`src/rtl/regfile_sb.sv`:
```
// Integer register file with same-cycle writeback bypass and a busy-bit
// scoreboard tracking outstanding writes claimed by decode.
module regfile_sb #(
    parameter int XLEN     = 32,
    parameter int AW       = 5,
    parameter int NREAD    = 2,
    parameter int ZERO_REG = 1
) (
    input  logic                    clk,
    input  logic                    rst,
    input  logic [NREAD*AW-1:0]     rs,
    output logic [NREAD*XLEN-1:0]   rs_out,
    output logic [NREAD-1:0]        rs_busy,
    input  logic [AW-1:0]           rd,
    input  logic [XLEN-1:0]         write_val,
    input  logic                    write_enable,
    input  logic [AW-1:0]           rsv_rd,
    input  logic                    rsv_enable,
    output logic [AW:0]             rsv_count,
    output logic                    busy_any,
    output logic                    waw_err
);
    localparam int NREGS = 2**AW;

    logic [XLEN-1:0]  mem_q [NREGS];
    logic [XLEN-1:0]  mem_d [NREGS];
    logic [NREGS-1:0] busy_q, busy_d;
    logic [AW:0]      cnt_q, cnt_d;
    logic             waw_q, waw_d;

    logic eff_wr, eff_rsv, same_reg, inc, dec;

    always_comb begin
        eff_wr   = write_enable && !((ZERO_REG != 0) && (rd == '0));
        eff_rsv  = rsv_enable && !((ZERO_REG != 0) && (rsv_rd == '0));
        same_reg = (rd == rsv_rd);

        // A write and reserve of the same busy register is a hand-over: count holds.
        inc = eff_rsv && !busy_q[rsv_rd];
        dec = eff_wr && busy_q[rd] && !(eff_rsv && same_reg);

        busy_d = busy_q;
        if (eff_wr)
            busy_d[rd] = 1'b0;
        if (eff_rsv)
            busy_d[rsv_rd] = 1'b1;

        cnt_d = cnt_q + {{AW{1'b0}}, inc} - {{AW{1'b0}}, dec};
        waw_d = waw_q || (eff_rsv && busy_q[rsv_rd] && !(eff_wr && same_reg));

        mem_d = mem_q;
        if (eff_wr)
            mem_d[rd] = write_val;
    end

    always_ff @(posedge clk or posedge rst) begin
        if (rst) begin
            for (int i = 0; i < NREGS; i++)
                mem_q[i] <= '0;
            busy_q <= '0;
            cnt_q  <= '0;
            waw_q  <= 1'b0;
        end else begin
            mem_q  <= mem_d;
            busy_q <= busy_d;
            cnt_q  <= cnt_d;
            waw_q  <= waw_d;
        end
    end

    genvar gi;
    generate
        for (gi = 0; gi < NREAD; gi++) begin : g_rd
            logic [AW-1:0] addr;
            logic          zero_hit;
            logic          wr_hit;

            assign addr     = rs[gi*AW +: AW];
            assign zero_hit = (ZERO_REG != 0) && (addr == '0);
            assign wr_hit   = eff_wr && (rd == addr);

            assign rs_out[gi*XLEN +: XLEN] = zero_hit ? '0 :
                                             wr_hit   ? write_val :
                                                        mem_q[addr];
            // Register 0 never gets reserved with ZERO_REG, so its busy bit stays 0.
            assign rs_busy[gi] = busy_q[addr] && !wr_hit;
        end
    endgenerate

    assign rsv_count = cnt_q;
    assign busy_any  = (cnt_q != '0);
    assign waw_err   = waw_q;
endmodule

```
`config.mk`:
```
export PLATFORM = sky130hd
export DESIGN_NAME = regfile_sb
export DESIGN_NICKNAME = d
export VERILOG_FILES = /design/src/rtl/regfile_sb.sv
export SDC_FILE = /design/constraint.sdc
export NUM_CORES = 2
export LEC_CHECK = 0
export BUFFER_PORTS_ARGS = -buffer_cell sky130_fd_sc_hd__buf_2
export CORE_MARGIN = 2
export CORE_UTILIZATION = 45
export DETAILED_ROUTE_END_ITERATION = 12
export GPL_ROUTABILITY_DRIVEN = 0
export PLACE_DENSITY_LB_ADDON = 0.15
export SETUP_SLACK_MARGIN = 0.2
export SYNTH_ARGS = -nofsm -noshare
export SYNTH_HDL_FRONTEND = slang
export SYNTH_SLANG_ARGS = --single-unit
export TNS_END_PERCENT = 1
```
`constraint.sdc`:
```
create_clock -name clk -period 34.1 [get_ports clk]
set_input_delay 5.115 -clock clk [delete_from_list [all_inputs] [get_ports clk]]
set_output_delay 5.115 -clock clk [all_outputs]
set_load 0.05 [all_outputs]
```
==> qor.csv <==
metric,value,unit
max-cap-violations,0,
status,finished clean,
p_seq_share,43.2,%
synth_ff_type,dfrtp_1,
dp_hpwl,109800,um
slew_violations,0,
swShare,29.19,%
drt_iter0_markers,4090,
dp.cells,5654,
grt_pass1_wl,294100,um
yosys_register_bits,1063,
layout.nets,4099,
die-area,133700,um2
postCtsSetupRepairBufs,0,
synth_top_family_by_area,multiplexers,
die_w,365.6,um
cp_max_fo,122,
met2_length,95300,um
cp.arrival,9470,ps
irDropWorstVdd,0.04236,mV
syn2layout_area_growth,9.268,%
htree_levels,3,
min_period_over_period,42.77,%
avgViaCountPerCell,6.602,
p_per_area,60.77,nW/um2
r2r_start,busy_q[21]$_DFF_PP0_,
fp.coreArea,129600,um2
yosys.area_share.adder,0.2041,%
hold_depth,0,
syn-cell-area,58850,um2
cp_data_required_time,28980,ps
leakagePower,0.02798,uW
clock-sinks,1063,
drive_above_1_share,47.47,%
synthArstFlopShare,100.0,%
reg2reg_setup_slack,30780,ps
postRouteAntennaNets,0,
syn_inst,4161,
row_count,132,
die_h,365.6,um
relSlewSlack,5.208,%
start_util,45.39,%
ys_warn_count,0,
synth_mux_area_share,40.90,%
wire_per_inst,34.69,um
io_buffers,129,
final_util,49.60,%
min-delay-path-class,register to register,
drcViolationCount,0,
worst_skew_pair.late_latency,730,ps
hp-start,mem_q[1015]$_DFFE_PP0P_,
synth-xor-area-share,0.2828,%
rsz0062_at_grt,false,
final_cells,5876,
boundaryPins,130,
fin_skew,5.963,ps
fin_crit,14590,ps
ctsLongestPathBuffers,3,
wl,203800,um
multi_input_area,29920,um2
dr.pass1.iters,5,
wl_met3,14510,um
hold_viol,0,
synth-compound-area-share,5.602,%
grt_pass1_vias,39288,
worst_pin_slew,1411,ps
fmax,68.56,MHz
cts_buffers,120,
r2r_end,rsv_count[4]$_DFF_PP0_,
cp-start-kind,primary input,
clock-root-buffer,clkbuf_16,
synth_area_per_cell,14.14,um2
top_layer,met5,
grt_max_degree,123,
track_usage,30.72,%
clk_pin_slew,60,ps
synthSimpleGateAreaFrac,3.321,%
power_frac_clock,34.6,%
n_fill_cell,11181,
whs_endpoint,mem_q[1015]$_DFFE_PP0P_,
cts_tree,yes,
intPower,2767,uW
vias,38796,
power_switching,1141,uW
synth_edf_count,0,
holdWs,392.9,ps
finalSetupViolCount,0,
total_power,3908,uW
gr-total-overflow,0,
pwr-share-comb,22.2,%
reg2reg_depth,13,
crit_type,primary input to output pin,
m1WireLength,86530,um
cts_resized,0,
synth_fp_nets,4226,
synth_cell_types,80,
seq_area,26600,um2
holdBufCountCts,0,
yosysSeqAreaShare,45.20,%
antenna_found_initial,9,
fin_setup_tns,0,ps
end_kind,output pin,
==> cells in the final DEF, fill, tap and decap left out, types with 42 or more instances in the layout <==
master     synthesis  layout
o22ai_1           85      85
mux2_2          1035    1035
o21ai_0           58      57
mux4_2           416     416
nor3_1            53      53
a21oi_1           51      51
a211oi_1          56      56
buf_2            133     121
buf_4             56      87
nor2_1            96      80
nand2_1           86      71
dfrtp_1         1063    1063
clkbuf_8           0      42
a221oi_1          57      57
mux2i_1          244     244
clkbuf_16          0     122
==> layer usage <==
metal	track usage (%)	up-vias
li1	-	15771
met1	43.09	21142
met2	48.44	1514
met3	5.025	363
met4	10.90	6
met5	0	-
==> synthesized netlist by cell type, drive strengths merged (6+ instances only) <==
library cell / n / area share, %
a31oi: 6 / 0.064
o221ai: 8 / 0.12
a21oi: 51 / 0.43
nand2: 87 / 0.56
buf: 260 / 3.0
nor2b: 32 / 0.34
nor3: 54 / 0.47
inv: 19 / 0.12
mux2i: 244 / 4.2
or2: 14 / 0.15
o21ai: 61 / 0.52
mux4: 418 / 16
a2111oi: 19 / 0.30
clkbuf: 207 / 1.3
nand3: 12 / 0.10
nor4: 24 / 0.26
a211o: 13 / 0.19
a221o: 25 / 0.43
a22oi: 23 / 0.29
a221oi: 58 / 0.87
dfrtp: 1063 / 45
a22o: 15 / 0.22
xnor2: 14 / 0.21
a211oi: 56 / 0.71
o22ai: 85 / 0.90
mux2: 1074 / 21
nand2b: 21 / 0.22
nor3b: 14 / 0.19
ha: 8 / 0.17
nor2: 97 / 0.62
and3: 9 / 0.096
==> sequential cells by signal, indices dropped and copies added, names as in the netlist <==
signal and cells:
mem_q 1024, busy_q 32, rsv_count 6, waw_err 1
==> logic make-up after synthesis <==
group | after synthesis
xor+xnor | 19
fa+ha+maj | 9
compound gates | 458
simple gates | 388
buf+inv | 488
mux | 1736
flops | 1063
==> through the flow <==
step           worst slack, ps  instance area [um2]
2_1_floorplan            14330                58850
3_3_place_gp             19460                60210
3_5_place_dp             19480                60210
4_1_cts                  19460                64300
5_1_grt                  19310                64300
6_report                 19510                64300
==> final cells by class <==
cell class	count	share of cell area, %
Multi-Input combinational cell	2610	46.53
Sequential cell	1063	41.37
Clock buffer	192	5.795
Tap cell	1742	3.390
Timing Repair Buffer	218	2.214
Clock inverter	29	0.5682
Inverter	21	0.1284
Antenna cell	1	0.003892
==> worst max-delay path, stage by stage <==
cell and delay [ps]:
buf_8 490, buf_4 760, buf_12 740, mux4_2 370
mux2i_1 140, a2111oi_0 580, a211oi_1 100, a211oi_1 570
buf_2 380
==> worst max-delay path by stage <==
stage | start | end | slack, ps | cells past startpoint
finish | rs[5] | rs_out[44] | 19510 | 9
detailed placement | rs[5] | rs_out[34] | 19480 | 9
global placement | rs[5] | rs_out[34] | 19460 | 9
CTS | rs[5] | rs_out[34] | 19460 | 9
global route | rs[5] | rs_out[44] | 19310 | 9
floorplan | rst | busy_q[0]$_DFF_PP0_ | 14330 | 1
==> power by group through the flow <==
stage	clock, uW	sequential (uW)	combinational [uW]
after floorplan	0	1660	687
after global placement	0	1700	852
after detailed placement	0	1700	866
after CTS	1370	1680	868
after global routing	1420	1720	925
final	1350	1690	868
Note: power is estimated with default switching activity, not from simulation.
